`config.mk`:
```
export PLATFORM = sky130hd
export DESIGN_NAME = snake_step_sequencer_flat
export DESIGN_NICKNAME = d
export VERILOG_FILES = /design/src/rtl/snake_step_sequencer_if.sv /design/src/rtl/snake_step_sequencer.sv /design/src/flat_wrapper.sv
export SDC_FILE = /design/constraint.sdc
export NUM_CORES = 1
export LEC_CHECK = 0
export ABC_CLOCK_PERIOD_IN_PS = 13100
export CAP_MARGIN = 5
export CORE_MARGIN = 2
export CORE_UTILIZATION = 50
export CTS_BUF_LIST = sky130_fd_sc_hd__clkbuf_4
export CTS_CLUSTER_DIAMETER = 200
export DETAILED_ROUTE_END_ITERATION = 12
export PLACE_DENSITY = 0.7
export SLEW_MARGIN = 40
export SYNTH_ARGS = -nofsm -noshare
export SYNTH_HDL_FRONTEND = slang
export SYNTH_SLANG_ARGS = --single-unit
```
`constraint.sdc`:
```
create_clock -name CLK -period 13.1 [get_ports CLK]
set_input_delay 2.62 -clock CLK [delete_from_list [all_inputs] [get_ports CLK]]
set_output_delay 2.62 -clock CLK [all_outputs]
set_load 0.05 [all_outputs]
```
`src/rtl/snake_step_sequencer_if.sv`:
```
// Signal bundle between game control / renderer and snake_step_sequencer.
// The master drives frame ticks, game mode, keys, grow and segment index;
// the slave (the sequencer) returns head state, segment reads and status.
interface snake_step_sequencer_if #(
  parameter int MAX_LEN = 16
);
  localparam int IW = $clog2(MAX_LEN);

  logic          FRAME_TICK;
  logic          Playing;
  logic          Paused;
  logic          UP;
  logic          DOWN;
  logic          LEFT;
  logic          RIGHT;
  logic          Grow;
  logic [IW-1:0] SegIdx;
  logic [9:0]    HeadX;
  logic [9:0]    HeadY;
  logic [1:0]    Dir;
  logic [IW:0]   Length;
  logic [9:0]    SegX;
  logic [9:0]    SegY;
  logic          SegValid;
  logic          StepStrobe;
  logic          WallHit;

  modport master (
    output FRAME_TICK, Playing, Paused, UP, DOWN, LEFT, RIGHT, Grow, SegIdx,
    input  HeadX, HeadY, Dir, Length, SegX, SegY, SegValid, StepStrobe, WallHit
  );

  modport slave (
    input  FRAME_TICK, Playing, Paused, UP, DOWN, LEFT, RIGHT, Grow, SegIdx,
    output HeadX, HeadY, Dir, Length, SegX, SegY, SegValid, StepStrobe, WallHit
  );
endinterface

```
`src/rtl/snake_step_sequencer.sv`:
```
// Snake motion sequencer: divides frame ticks into movement steps, queues
// turn requests, advances the head with wall detection and keeps a circular
// body-segment buffer with a registered random-access read port.
// Build macro WALL_WRAP_EN: the head wraps around the playfield edges
// instead of halting on a wall hit.
module snake_step_sequencer #(
  parameter int FRAMES_PER_STEP = 4,
  parameter int STEP_PX         = 10,
  parameter int MAX_LEN         = 16,
  parameter int TQ_DEPTH        = 4,
  parameter int X_START         = 60,
  parameter int Y_START         = 60,
  parameter int X_MAX           = 630,
  parameter int Y_MAX           = 470,
  parameter int INIT_LEN        = 2
) (
  input logic                  CLK,
  input logic                  RST,
  snake_step_sequencer_if.slave if_seq
);
  localparam int IW     = $clog2(MAX_LEN);
  localparam int QW     = $clog2(TQ_DEPTH);
  localparam int FCW    = (FRAMES_PER_STEP > 1) ? $clog2(FRAMES_PER_STEP) : 1;
  localparam int X_WRAP = (X_MAX / STEP_PX) * STEP_PX;
  localparam int Y_WRAP = (Y_MAX / STEP_PX) * STEP_PX;

  typedef enum logic [2:0] {S_WAIT, S_TURN, S_MOVE, S_TRIM, S_HALT} state_t;

  state_t           r_state, w_state_nxt;
  logic [FCW-1:0]   r_frame_cnt;
  logic [1:0]       r_dir;
  logic [9:0]       r_head_x, r_head_y;
  logic [IW:0]      r_len;
  logic [IW-1:0]    r_head_ptr;
  logic             r_grow, r_wall_hit;
  logic [9:0]       r_seg_x [MAX_LEN];
  logic [9:0]       r_seg_y [MAX_LEN];
  logic [9:0]       r_rd_x, r_rd_y;
  logic             r_rd_vld;
  logic [1:0]       r_tq [TQ_DEPTH];
  logic [QW-1:0]    r_tq_wr, r_tq_rd;
  logic [QW:0]      r_tq_cnt;
  logic [3:0]       r_key_prev;

  logic [3:0]       w_keys, w_edge;
  logic             w_key_hit, w_enq, w_pop, w_step_due, w_commit, w_oob, w_step_strobe;
  logic [1:0]       w_key_dir, w_ref_dir;
  logic [QW-1:0]    w_tq_last;
  logic [IW-1:0]    w_ptr_dec, w_rd_ptr;
  logic signed [11:0] w_nx, w_ny, w_wx, w_wy;
  logic [9:0]       w_new_x, w_new_y;
  logic             w_unused;

  function automatic logic [9:0] init_seg_x(int k);
    return (k < INIT_LEN) ? 10'(X_START - k * STEP_PX) : 10'd0;
  endfunction

  function automatic logic [9:0] init_seg_y(int k);
    return (k < INIT_LEN) ? 10'(Y_START) : 10'd0;
  endfunction

  assign w_keys    = {if_seq.UP, if_seq.DOWN, if_seq.LEFT, if_seq.RIGHT};
  assign w_edge    = w_keys & ~r_key_prev;
  assign w_tq_last = r_tq_wr - QW'(1);
  assign w_ref_dir = (r_tq_cnt != '0) ? r_tq[w_tq_last] : r_dir;
  // A turn equal or opposite to the reference shares bit 0 of the encoding.
  assign w_enq = if_seq.Playing && !if_seq.Paused && (r_state != S_HALT) && w_key_hit &&
                 (w_key_dir[0] != w_ref_dir[0]) && (r_tq_cnt != (QW+1)'(TQ_DEPTH));
  assign w_pop      = (r_state == S_TURN) && (r_tq_cnt != '0);
  assign w_step_due = (r_state == S_WAIT) && if_seq.FRAME_TICK && !if_seq.Paused &&
                      (r_frame_cnt == FCW'(FRAMES_PER_STEP - 1));
  assign w_ptr_dec  = r_head_ptr - IW'(1);
  assign w_rd_ptr   = r_head_ptr + if_seq.SegIdx;
  assign w_commit   = (r_state == S_MOVE) && !w_oob;

  // Pick the highest-priority new key press: UP > DOWN > LEFT > RIGHT.
  always_comb begin
    w_key_hit = 1'b0;
    w_key_dir = 2'd0;
    if (w_edge[3])      begin w_key_hit = 1'b1; w_key_dir = 2'd3; end
    else if (w_edge[2]) begin w_key_hit = 1'b1; w_key_dir = 2'd1; end
    else if (w_edge[1]) begin w_key_hit = 1'b1; w_key_dir = 2'd2; end
    else if (w_edge[0]) begin w_key_hit = 1'b1; w_key_dir = 2'd0; end
  end

  // Candidate next head, widened so under/overflow is visible to bound checks.
  always_comb begin
    w_nx = {2'b00, r_head_x};
    w_ny = {2'b00, r_head_y};
    case (r_dir)
      2'd0:    w_nx = w_nx + 12'(STEP_PX);
      2'd1:    w_ny = w_ny - 12'(STEP_PX);
      2'd2:    w_nx = w_nx - 12'(STEP_PX);
      default: w_ny = w_ny + 12'(STEP_PX);
    endcase
  end

`ifdef WALL_WRAP_EN
  // Wrap each axis: past the max goes to 0, below 0 goes to the last grid line.
  always_comb begin
    w_wx = w_nx;
    w_wy = w_ny;
    if (w_nx < 0)          w_wx = 12'(X_WRAP);
    else if (w_nx > X_MAX) w_wx = '0;
    if (w_ny < 0)          w_wy = 12'(Y_WRAP);
    else if (w_ny > Y_MAX) w_wy = '0;
  end
  assign w_oob = 1'b0;
`else
  assign w_wx  = w_nx;
  assign w_wy  = w_ny;
  assign w_oob = (w_nx < 0) || (w_nx > X_MAX) || (w_ny < 0) || (w_ny > Y_MAX);
`endif
  assign w_new_x  = w_wx[9:0];
  assign w_new_y  = w_wy[9:0];
  assign w_unused = ^{w_wx[11:10], w_wy[11:10]};

  // FSM state register; Playing low forces WAIT.
  always_ff @(posedge CLK or posedge RST) begin
    if (RST)                  r_state <= S_WAIT;
    else if (!if_seq.Playing) r_state <= S_WAIT;
    else                      r_state <= w_state_nxt;
  end

  // FSM next state and step strobe.
  always_comb begin
    w_state_nxt   = r_state;
    w_step_strobe = 1'b0;
    case (r_state)
      S_WAIT: if (w_step_due) w_state_nxt = S_TURN;
      S_TURN: w_state_nxt = S_MOVE;
      S_MOVE: w_state_nxt = w_oob ? S_HALT : S_TRIM;
      S_TRIM: begin w_state_nxt = S_WAIT; w_step_strobe = 1'b1; end
      default: w_state_nxt = S_HALT;
    endcase
  end

  // Previous key levels for edge detection.
  always_ff @(posedge CLK or posedge RST) begin
    if (RST) r_key_prev <= '0;
    else     r_key_prev <= w_keys;
  end

  // Turn-queue storage; contents are only meaningful below the count.
  always_ff @(posedge CLK) begin
    if (w_enq) r_tq[r_tq_wr] <= w_key_dir;
  end

  // Step control: frame divider, queue pointers, direction, head, length.
  always_ff @(posedge CLK or posedge RST) begin
    if (RST) begin
      r_frame_cnt <= '0; r_dir <= 2'd0; r_head_ptr <= '0;
      r_head_x <= 10'(X_START); r_head_y <= 10'(Y_START);
      r_len <= (IW+1)'(INIT_LEN); r_grow <= 1'b0; r_wall_hit <= 1'b0;
      r_tq_wr <= '0; r_tq_rd <= '0; r_tq_cnt <= '0;
    end else if (!if_seq.Playing) begin
      r_frame_cnt <= '0; r_dir <= 2'd0; r_head_ptr <= '0;
      r_head_x <= 10'(X_START); r_head_y <= 10'(Y_START);
      r_len <= (IW+1)'(INIT_LEN); r_grow <= 1'b0; r_wall_hit <= 1'b0;
      r_tq_wr <= '0; r_tq_rd <= '0; r_tq_cnt <= '0;
    end else begin
      if (r_state == S_WAIT && if_seq.FRAME_TICK && !if_seq.Paused)
        r_frame_cnt <= w_step_due ? '0 : r_frame_cnt + FCW'(1);
      if (w_pop) begin
        r_dir   <= r_tq[r_tq_rd];
        r_tq_rd <= r_tq_rd + QW'(1);
      end
      if (w_enq) r_tq_wr <= r_tq_wr + QW'(1);
      if (w_enq && !w_pop)      r_tq_cnt <= r_tq_cnt + (QW+1)'(1);
      else if (!w_enq && w_pop) r_tq_cnt <= r_tq_cnt - (QW+1)'(1);
      if (w_commit) begin
        r_head_x   <= w_new_x;
        r_head_y   <= w_new_y;
        r_head_ptr <= w_ptr_dec;
      end
      if (r_state == S_MOVE && w_oob) r_wall_hit <= 1'b1;
      if (r_state == S_TRIM) begin
        if (r_grow && r_len < (IW+1)'(MAX_LEN)) r_len <= r_len + (IW+1)'(1);
        r_grow <= if_seq.Grow;
      end else if (if_seq.Grow) begin
        r_grow <= 1'b1;
      end
    end
  end

  // Segment ring: new head goes one slot below the old head pointer.
  always_ff @(posedge CLK or posedge RST) begin
    if (RST) begin
      for (int k = 0; k < MAX_LEN; k++) begin
        r_seg_x[k] <= init_seg_x(k);
        r_seg_y[k] <= init_seg_y(k);
      end
    end else if (!if_seq.Playing) begin
      for (int k = 0; k < MAX_LEN; k++) begin
        r_seg_x[k] <= init_seg_x(k);
        r_seg_y[k] <= init_seg_y(k);
      end
    end else if (w_commit) begin
      r_seg_x[w_ptr_dec] <= w_new_x;
      r_seg_y[w_ptr_dec] <= w_new_y;
    end
  end

  // Registered segment read port, relative to the head pointer.
  always_ff @(posedge CLK or posedge RST) begin
    if (RST) begin
      r_rd_x <= '0; r_rd_y <= '0; r_rd_vld <= 1'b0;
    end else if (!if_seq.Playing) begin
      r_rd_x <= '0; r_rd_y <= '0; r_rd_vld <= 1'b0;
    end else begin
      r_rd_x   <= r_seg_x[w_rd_ptr];
      r_rd_y   <= r_seg_y[w_rd_ptr];
      r_rd_vld <= ({1'b0, if_seq.SegIdx} < r_len);
    end
  end

  assign if_seq.HeadX      = r_head_x;
  assign if_seq.HeadY      = r_head_y;
  assign if_seq.Dir        = r_dir;
  assign if_seq.Length     = r_len;
  assign if_seq.SegX       = r_rd_x;
  assign if_seq.SegY       = r_rd_y;
  assign if_seq.SegValid   = r_rd_vld;
  assign if_seq.StepStrobe = w_step_strobe;
  assign if_seq.WallHit    = r_wall_hit;
endmodule

```
`src/flat_wrapper.sv`:
```
// flat-port wrapper written by rule: the top's interface ports become plain ports
module snake_step_sequencer_flat 
#(
  parameter int FRAMES_PER_STEP = 4,
  parameter int STEP_PX         = 10,
  parameter int MAX_LEN         = 16,
  parameter int TQ_DEPTH        = 4,
  parameter int X_START         = 60,
  parameter int Y_START         = 60,
  parameter int X_MAX           = 630,
  parameter int Y_MAX           = 470,
  parameter int INIT_LEN        = 2
)
  (CLK, RST, if_seq_FRAME_TICK, if_seq_Playing, if_seq_Paused, if_seq_UP, if_seq_DOWN, if_seq_LEFT, if_seq_RIGHT, if_seq_Grow, if_seq_SegIdx, if_seq_HeadX, if_seq_HeadY, if_seq_Dir, if_seq_Length, if_seq_SegX, if_seq_SegY, if_seq_SegValid, if_seq_StepStrobe, if_seq_WallHit);
  snake_step_sequencer_if #(.MAX_LEN(MAX_LEN)) if_seq_i ();
  input logic CLK;
  input logic RST;
  input wire logic [$bits(if_seq_i.FRAME_TICK)-1:0] if_seq_FRAME_TICK;
  input wire logic [$bits(if_seq_i.Playing)-1:0] if_seq_Playing;
  input wire logic [$bits(if_seq_i.Paused)-1:0] if_seq_Paused;
  input wire logic [$bits(if_seq_i.UP)-1:0] if_seq_UP;
  input wire logic [$bits(if_seq_i.DOWN)-1:0] if_seq_DOWN;
  input wire logic [$bits(if_seq_i.LEFT)-1:0] if_seq_LEFT;
  input wire logic [$bits(if_seq_i.RIGHT)-1:0] if_seq_RIGHT;
  input wire logic [$bits(if_seq_i.Grow)-1:0] if_seq_Grow;
  input wire logic [$bits(if_seq_i.SegIdx)-1:0] if_seq_SegIdx;
  output wire logic [$bits(if_seq_i.HeadX)-1:0] if_seq_HeadX;
  output wire logic [$bits(if_seq_i.HeadY)-1:0] if_seq_HeadY;
  output wire logic [$bits(if_seq_i.Dir)-1:0] if_seq_Dir;
  output wire logic [$bits(if_seq_i.Length)-1:0] if_seq_Length;
  output wire logic [$bits(if_seq_i.SegX)-1:0] if_seq_SegX;
  output wire logic [$bits(if_seq_i.SegY)-1:0] if_seq_SegY;
  output wire logic [$bits(if_seq_i.SegValid)-1:0] if_seq_SegValid;
  output wire logic [$bits(if_seq_i.StepStrobe)-1:0] if_seq_StepStrobe;
  output wire logic [$bits(if_seq_i.WallHit)-1:0] if_seq_WallHit;
  assign if_seq_i.FRAME_TICK = if_seq_FRAME_TICK;
  assign if_seq_i.Playing = if_seq_Playing;
  assign if_seq_i.Paused = if_seq_Paused;
  assign if_seq_i.UP = if_seq_UP;
  assign if_seq_i.DOWN = if_seq_DOWN;
  assign if_seq_i.LEFT = if_seq_LEFT;
  assign if_seq_i.RIGHT = if_seq_RIGHT;
  assign if_seq_i.Grow = if_seq_Grow;
  assign if_seq_i.SegIdx = if_seq_SegIdx;
  assign if_seq_HeadX = if_seq_i.HeadX;
  assign if_seq_HeadY = if_seq_i.HeadY;
  assign if_seq_Dir = if_seq_i.Dir;
  assign if_seq_Length = if_seq_i.Length;
  assign if_seq_SegX = if_seq_i.SegX;
  assign if_seq_SegY = if_seq_i.SegY;
  assign if_seq_SegValid = if_seq_i.SegValid;
  assign if_seq_StepStrobe = if_seq_i.StepStrobe;
  assign if_seq_WallHit = if_seq_i.WallHit;
  snake_step_sequencer #(.FRAMES_PER_STEP(FRAMES_PER_STEP), .STEP_PX(STEP_PX), .MAX_LEN(MAX_LEN), .TQ_DEPTH(TQ_DEPTH), .X_START(X_START), .Y_START(Y_START), .X_MAX(X_MAX), .Y_MAX(Y_MAX), .INIT_LEN(INIT_LEN)) u_core (.CLK(CLK), .RST(RST), .if_seq(if_seq_i));
endmodule
```
* Yosys cells after proc, flatten, opt, wreduce, memory -nomap -nowiden
Memory sizes are Yosys's and may differ from the RTL's.
Cells that the tools add are included.
Widths: inputs -> output; s select.
** Word-level totals
- Register bits after elaboration :: 390
- Output and inout port bits :: 50
- Bits of input ports :: 14
- Word-level logic and storage cells :: 181
- Memory bits (writable) :: 8
- Memories :: 1
** Cells by class
- Muxes and demuxes :: 60
- $lt $le $gt $ge :: 9
- Reductions and logical operators :: 27
- Eq/ne operators :: 19
- Bitwise operators :: 4
- Add/sub/neg operators :: 13
** Memory list
- u_core.r_tq :: words 4, bits a word 2, read ports 2, clocked after Yosys merged registers in 0, wr ports 1, line snake_step_sequencer.sv:40 : logic [1:0] r_tq [TQ_DEPTH];
** Operators with widths (number)
- $mux 160 :: 4
- $bwmux 160 :: 2
- $mux 10 :: 11
- $bmux 10 s4 :: 2
- $pmux 12 s2 :: 2
- $demux 10 s4 :: 1
- $lt 12x1->1 const B :: 2
- $mux 2 :: 12
- $add 10x4->11 const B :: 2
- $sub 10x4->11 const B :: 2
- $mux 3 :: 6
- $logic_and 1x1->1 :: 15
- $mux 5 :: 3
- $mux 1 :: 14
- $ne 2x1->1 const B :: 7
- $gt 12x10->1 const B :: 1
- $gt 12x11->1 const B :: 1
- $pmux 3 s4 :: 1
- $ge 5x5->1 const B :: 2
- $not 4->5 :: 2
- $mux 4 :: 2
- $add 2x1->2 const B :: 3
- $eq 3x2->1 const B :: 2
- $ne 3x1->1 const B :: 2
- 24 further kinds :: 31

* Depth between registers and ports, before layout
Gate-level depths: netlist of run 1.
- Word-level depth :: 14
- Gate-level depth with buffers :: 13
- Mapped depth without buffers :: 12

* Worst setup path before layout of run 1
OpenSTA, ideal clock, no wires.
- Kind :: input port to flip-flop
- Start point :: input if_seq_SegIdx[0]
- End point :: register u_core.r_rd_y[7], in the netlist u_core.if_seq.SegY[7]
- Arrival :: 4.702 ns
- Cell stages on the path :: 7
- Setup slack :: 8.256 ns
- Data required time :: 12.958 ns
- Path buffers :: 3
- Cell sequence :: ha_1 -> clkbuf_1 -> buf_2 -> buf_1 -> mux4_2 -> a211oi_1 -> a211oi_1
** On the way
- Cells in the longest elaborated chain, start to end :: 6
** RTL lines
- from (decl) :: line flat_wrapper.sv:26 : input wire logic [$bits(if_seq_i.SegIdx)-1:0] if_seq_SegIdx;
- $add 4x4->4 :: line snake_step_sequencer.sv:73 : assign w_rd_ptr = r_head_ptr + if_seq.SegIdx;
- $not 4->5 (implied by the code) :: line snake_step_sequencer.sv:212 : r_rd_y <= r_seg_y[w_rd_ptr];
- $bmux 10 s4 :: line snake_step_sequencer.sv:212
- $mux 10 (implied by the code) (2 in a row) :: line snake_step_sequencer.sv:212
- $mux 10 :: line snake_step_sequencer.sv:208 : end else if (!if_seq.Playing) begin
- to (signal assigned) :: line snake_step_sequencer.sv:212
- to (decl) :: line snake_step_sequencer.sv:38 : logic [9:0] r_rd_x, r_rd_y;
No other way between the ends. The select of a mux whose other input is x is not followed.
A chain may end at the register's enable or synchronous reset.

* Final worst setup path of run 1
- Start point :: input if_seq_SegIdx[0]
- End point :: register u_core.r_rd_y[8], in the netlist u_core.if_seq.SegY[8]
The elaborated chain is that of the path after synthesis.

==> flow_summary.yaml, run 1 <==
run_status:
  status: "finished clean"
layout:
  fin_nets: 1724
  area_growth_pct: 11.1
  final_area_sq_um: 21400
  register_area_sq_um: 9550
  drive_above_1_share: 0.190
  multi_input_area_sq_um: 8930
  utilization: 0.566
  post_layout_nonfiller_instances: 2276
  fillerInstances: 3187
clock_network:
  root_buffer: "clkbuf_4"
  clk_pin_slew_ns: 0.06
  clock_latency_ns: 0.80
  h-tree-depth: 3
  cts_made_buffers: 101
  cts.path.max_buffers: 3
  cts_resized: 0
  hold_buffers: 0
  post_cts_buffers: 0
  cts_tree: "built"
  cts.sinks: 379
place:
  hpwl_microns: 30000
  placed_cell_area_sq_um: 20100
  gp_congestion: 0.827
  dp_slack_ns: 6.80
  dp_cells: 2095
  io_buffers: 61
routing:
  drc: 0
  routed-via-count: 13612
  ant_nets: 0
  dr.pass1.iters: 5
  routedWlPerCell_microns: 22.3
  via_per_inst: 5.98
  drt_wl_total_microns: 50700
  drtIter0Drc: 1224
sta:
  rsz0062_at_grt: "no"
  final_max_slew_viol_count: 0
  max_freq_ghz: 0.181
  min_period_over_period: 0.421
  setup_tns_ns: 0
  slew_headroom: 0.384
  clock_skew_ns: 0.0590
  worst_slew_pin_slew_ns: 0.918
  setup_ws_ns: 7.59
  final.min_clock_period_ns: 5.51
  finalSetupViolations: 0
  finalHoldViolCount: 0
logic_synthesis:
  yosysMostFrequentCell: "dfrtp_1"
  synth_top_cell_by_area: "dfrtp_1"
  synth_cells: 1636
  ys_seq_area_frac: 0.497
  ys_ff_latch: 379
  postSynthAreaPerCell_sq_um: 11.8
  synth_edf_count: 8
  syn_area_sq_um: 19200
  synth_cell_types: 83
  synthTopCellsByCount: "dfrtp_1 (347), nand2_1 (284), mux2i_1 (276)"
  netlist.area_leader.share: 0.451
  synth_flop_cell: "dfrtp_1"
  synthArstFlopShare: 0.979
  synth_area_leaders: "dfrtp_1 (45%), mux2i_1 (14%), mux4_2 (9.2%)"
  ys_warn_count: 0
setup_path:
  required_ns: 13.72
  worstSetupPathType: "in -> reg"
  crit_fanout: 42
  slowest_delay_ns: 1.23
  cp-start-kind: "input pin"
  worstSetupEndpointType: "flip-flop"
  cp_common_cell: "a211oi_1"
  cp_slowest_cell: "fa_4"
  worstPathCellList: "clkdlybuf4s50_1 > ha_4 > inv_1 > fa_4 > buf_4 > mux4_2 > and2_1 > a211oi_1 > a211oi_1"
  arrival_ns: 6.13
grt:
  grt_usage: 0.258
  grt_overflow: 0
  grt_max_degree: 132
  grt_antenna_before_repair: 3
  grt_pass1_vias: 13993
  grt_pass1_wl_microns: 80700
floorplanning:
  die_w_microns: 200
  fp.dieH_microns: 200
  dieArea_sq_um: 40100
  io_pins: 64
  start_util: 0.510
  core-area_sq_um: 37800
  fp-row-count: 71
job:
  cap_violations: 0
power:
  p_per_area_nw_per_um2: 110
  p_leak_nw: 9.29
  ir_drop_uv: 62.2
hold_path:
  hp-class: "reg -> reg"
-- path summary, 6_finish.rpt --
kind	endpoint	cells past startpoint	start	slack, ns
max	u_core.if_seq.SegY[8]	9	if_seq_SegIdx[0]	7.59
min	u_core.r_seg_y[15]	1	u_core.r_seg_y[15]	0.50
max reg2reg	u_core.r_seg_x[96]	9	u_core.if_seq.Dir[1]	8.60
min reg2reg	u_core.r_seg_y[15]	1	u_core.r_seg_y[15]	0.50
max in group asynchronous	u_core.r_seg_y[37]	4	RST	8.99
min in group asynchronous	u_core.if_seq.SegX[3]	2	RST	2.31
-- layer usage --
metal  wire, microns  global-route usage  share of wire  up-vias
met5              13                   0        0.00026        -
li1                -                   -              -     5992
met2           23400               0.397           0.46      482
met4            1590              0.0941          0.031        2
met3            3310              0.0514          0.065      125
met1           22400               0.366           0.44     7011
-- registers in the layout (all words and copies together), names as in the netlist --
register,count
u_core.r_state,3
u_core.if_seq.HeadX,9
u_core.r_tq_cnt,3
u_core.r_tq_wr,2
u_core.if_seq.SegY,9
u_core.r_tq_rd,2
u_core.if_seq.Length,5
u_core.if_seq.WallHit,1
u_core.r_seg_y,160
u_core.r_frame_cnt,2
u_core.if_seq.Dir,2
u_core.r_key_prev,4
u_core.r_head_ptr,4
u_core.r_seg_x,144
u_core.if_seq.SegValid,1
u_core.if_seq.SegX,10
u_core.r_tq,8
u_core.if_seq.HeadY,9
u_core.r_grow,1
-- cell usage in the layout (no fill, tap or decap), types with 5 or more instances in the layout --
| master | count |
|---|---|
| and3_1 | 8 |
| nand3_1 | 12 |
| nor3b_1 | 17 |
| clkdlybuf4s50_1 | 60 |
| a21oi_1 | 15 |
| nor2_1 | 66 |
| nand2_1 | 283 |
| edfxtp_1 | 8 |
| nand2b_1 | 14 |
| buf_6 | 5 |
| o221a_2 | 6 |
| o21a_1 | 5 |
| and4_1 | 5 |
| inv_1 | 32 |
| ha_1 | 20 |
| xor2_1 | 8 |
| nor3_1 | 14 |
| a32o_1 | 16 |
| mux4_2 | 79 |
| nor3b_2 | 6 |
| nand4_1 | 9 |
| o22ai_1 | 12 |
| clkbuf_4 | 146 |
| a211oi_1 | 43 |
| o21ai_0 | 18 |
| dfstp_2 | 24 |
| buf_4 | 22 |
| nor4_1 | 6 |
| dfrtp_1 | 347 |
| mux2i_1 | 276 |
| xnor2_1 | 19 |
| and2_1 | 28 |
| a21o_1 | 5 |
| clkinv_1 | 27 |
-- critical path: cells and delay by family --
family / cells / cell delay, ns
mux: 1 / 0.39
buf+inv: 3 / 1.24
fa+ha+maj: 2 / 1.38
compound gates: 2 / 0.30
simple gates: 1 / 0.17
-- metrics by stage --
| stage | power, W | hold WS [ns] |
|---|---|---|
| after CTS | 0.00236 | 0.494 |
| after floorplan | 0.00130 | 0.448 |
| after detailed placement | 0.00134 | 0.479 |
| after global placement | 0.00134 | 0.464 |
| final | 0.00234 | 0.495 |
| after global routing | 0.00244 | 0.520 |
-- cell type report --
cell class,instances,share of cell area
diodes,3,0.000351
clock inverters,32,0.00720
flip-flops and latches,379,0.447
well taps,511,0.0299
clock buffers,146,0.0513
repair buffers,89,0.0398
inverters,34,0.00661
multi-input cells,1082,0.418
-- cell families after synthesis --
| group | share of synthesized area |
|---|---|
| other | 0.000195 |
| buffers and inverters | 0.0441 |
| and+or+nand+nor | 0.126 |
| adders and majority gates | 0.0157 |
| AOI/OAI and AO/OA | 0.0665 |
| muxes | 0.236 |
| xor gates and xnor gates | 0.0146 |
| DFF | 0.497 |
-- where the power goes --
part	switching, W	leakage (nW)	internal [W]
Clock	0.000498	0.744	0.000529
Combinational	0.0000975	3.39	0.0000357
Sequential	0.00000388	5.15	0.00118
Total	0.000600	9.29	0.00174
Power figures use the tool's default switching activity.
==> run 2, diff against run 1 <==
- ABC_CLOCK_PERIOD_IN_PS: 13100 -> 5700
- PLACE_DENSITY: 0.7 -> 0.67
- clock period: 13.1 -> 5.7 ns (I/O delays scaled with it)
==> run 2 against run 1 <==
Against the previous run:
- sequential cell count stayed put
- utilization increased by 0.48 points
- cell area rose by 0.84%
- via count down 0.84%
- setup slack lost 5.9 ns
- cell count up 0.66%
- count of clock-buffer cells in the layout is 5 higher
- largest cell class unchanged
==> flow_summary.yaml, run 2 (synthesized netlist as in run 1, its figures left out) <==
setup_path:
  required_ns: 6.36
  regToRegStartpoint: "u_core.if_seq.Dir[1]"
  ff2ff_setup_slack_ns: 1.68
  cp-start-kind: "flip-flop"
  arrival_ns: 4.68
  reg2reg_to: "u_core.r_seg_x[84]"
  crit_start: "u_core.if_seq.Dir[1]"
  r2r_cells: 9
  crit_fanout: 19
  worstSetupPathType: "reg -> reg"
  worstSetupEndpointType: "flip-flop"
grt:
  grt_pass1_vias: 14038
  grt_usage: 0.254
  grt_pass1_wl_microns: 79800
  grt_max_degree: 131
  grt_overflow: 0
  grt_antenna_before_repair: 1
floorplanning:
  fp.dieH_microns: 200
  fp-row-count: 71
  core-area_sq_um: 37800
  start_util: 0.510
  io_pins: 64
  die_w_microns: 200
  dieArea_sq_um: 40100
sta:
  whs_ns: 0.486
  max_freq_ghz: 0.249
  rsz0062_at_grt: "no"
  finalSetupViolations: 0
  min_period_over_period: 0.705
  clock_skew_ns: 0.0696
  finalHoldViolCount: 0
  worst_slew_pin_slew_ns: 0.842
  slew_headroom: 0.437
  final_max_slew_viol_count: 0
  final.min_clock_period_ns: 4.02
routing:
  via_per_inst: 5.89
  drtIter0Drc: 991
  dr.pass1.iters: 6
  routedWlPerCell_microns: 21.8
  routed-via-count: 13497
  ant_nets: 0
  drt_wl_total_microns: 49800
  drc: 0
layout:
  post_layout_nonfiller_instances: 2291
  fin_nets: 1734
  drive_above_1_share: 0.199
  final_area_sq_um: 21600
  layout_common_cells: "dfrtp_1 (347), nand2_1 (283), mux2i_1 (276)"
  mostFrequentLayoutCell: "dfrtp_1"
  area_growth_pct: 12.0
  largest_register_ffs: 160
  utilization: 0.571
  regMostFlops: "u_core.r_seg_y"
place:
  placed_cell_area_sq_um: 20300
  hpwl_microns: 30000
  io_buffers: 61
  dp_cells: 2107
  gp_congestion: 0.874
clock_network:
  cts_resized: 0
  post_cts_buffers: 0
  hold_buffers: 0
  cts.path.max_buffers: 3
  cts.sinks: 379
  clock_latency_ns: 0.82
  cts_made_buffers: 98
  cts_tree: "built"
  h-tree-depth: 3
  clk_pin_slew_ns: 0.07
  root_buffer: "clkbuf_4"
run_status:
  status: "finished clean"
power:
  p_leak_nw: 9.39
  ir_drop_uv: 144
  p_per_area_nw_per_um2: 250
job:
  cap_violations: 0
hold_path:
  worstHoldEndpoint: "u_core.r_seg_y[20]"
  hp-class: "reg -> reg"
  hold_start: "u_core.r_seg_y[20]"
  min_delay_path_depth: 1
## run 2: cell count changes in the layout (fill, tap and decap cells not counted), moves of 3 or more
cell        change
buf_12          +8
buf_4          +11
buf_6           -5
clkbuf_4        +5
clkinvlp_4      +3
## run 2: cell type report
type | count | area, sq um
sequential | 379 | 9550
clock inverter | 31 | 134
clock buffer | 151 | 1130
tap | 511 | 639
inverter | 34 | 133
antenna | 1 | 2.50
fill | 3185 | 16200
multi-input combinational | 1082 | 8940
timing repair buffer | 102 | 1020
## run 2: routing by layer
| metal | track usage | part of all wire | up-vias | wire length (microns) |
|---|---|---|---|---|
| met5 | 0 | 0 | - | 0 |
| met4 | 0.0981 | 0.027 | 0 | 1350 |
| met3 | 0.0459 | 0.062 | 85 | 3070 |
| met2 | 0.384 | 0.46 | 426 | 22700 |
| met1 | 0.367 | 0.46 | 6960 | 22700 |
| li1 | - | - | 6026 | - |
## run 2: worst max-delay path, cell delays in order (launching register included)
cell,delay (ns)
dfrtp_1,0.80
or4b_4,0.57
nand2b_4,0.16
o22ai_1,0.14
xor2_1,0.23
o31ai_4,0.54
buf_4,0.30
and4b_1,0.43
buf_4,0.47
mux2i_1,0.25
## run 2: where the power goes
part	internal (W)	switching, W	total [W]
sequential	0.00271	0.00000873	0.00272
combinational	0.0000913	0.000225	0.000316
clock	0.00121	0.00114	0.00235
## run 2: worst max-delay path by stage
stage,to,cells past startpoint
final,u_core.r_seg_x[84],9
after global routing,u_core.r_seg_x[89],9
after CTS,u_core.r_seg_x[84],9
after detailed placement,u_core.if_seq.SegX[0],9
after global placement,u_core.if_seq.SegX[0],9
after floorplan,u_core.if_seq.Dir[0],1
## run 2: stage by stage
stage / worst slack (ns) / setup TNS [ns] / power, W
after floorplan: -0.401 / -138.99 / 0.00298
after global placement: 1.36 / 0 / 0.00308
after detailed placement: 1.31 / 0 / 0.00309
after CTS: 1.69 / 0 / 0.00545
after global routing: 1.49 / 0 / 0.00562
final: 1.68 / 0 / 0.00538
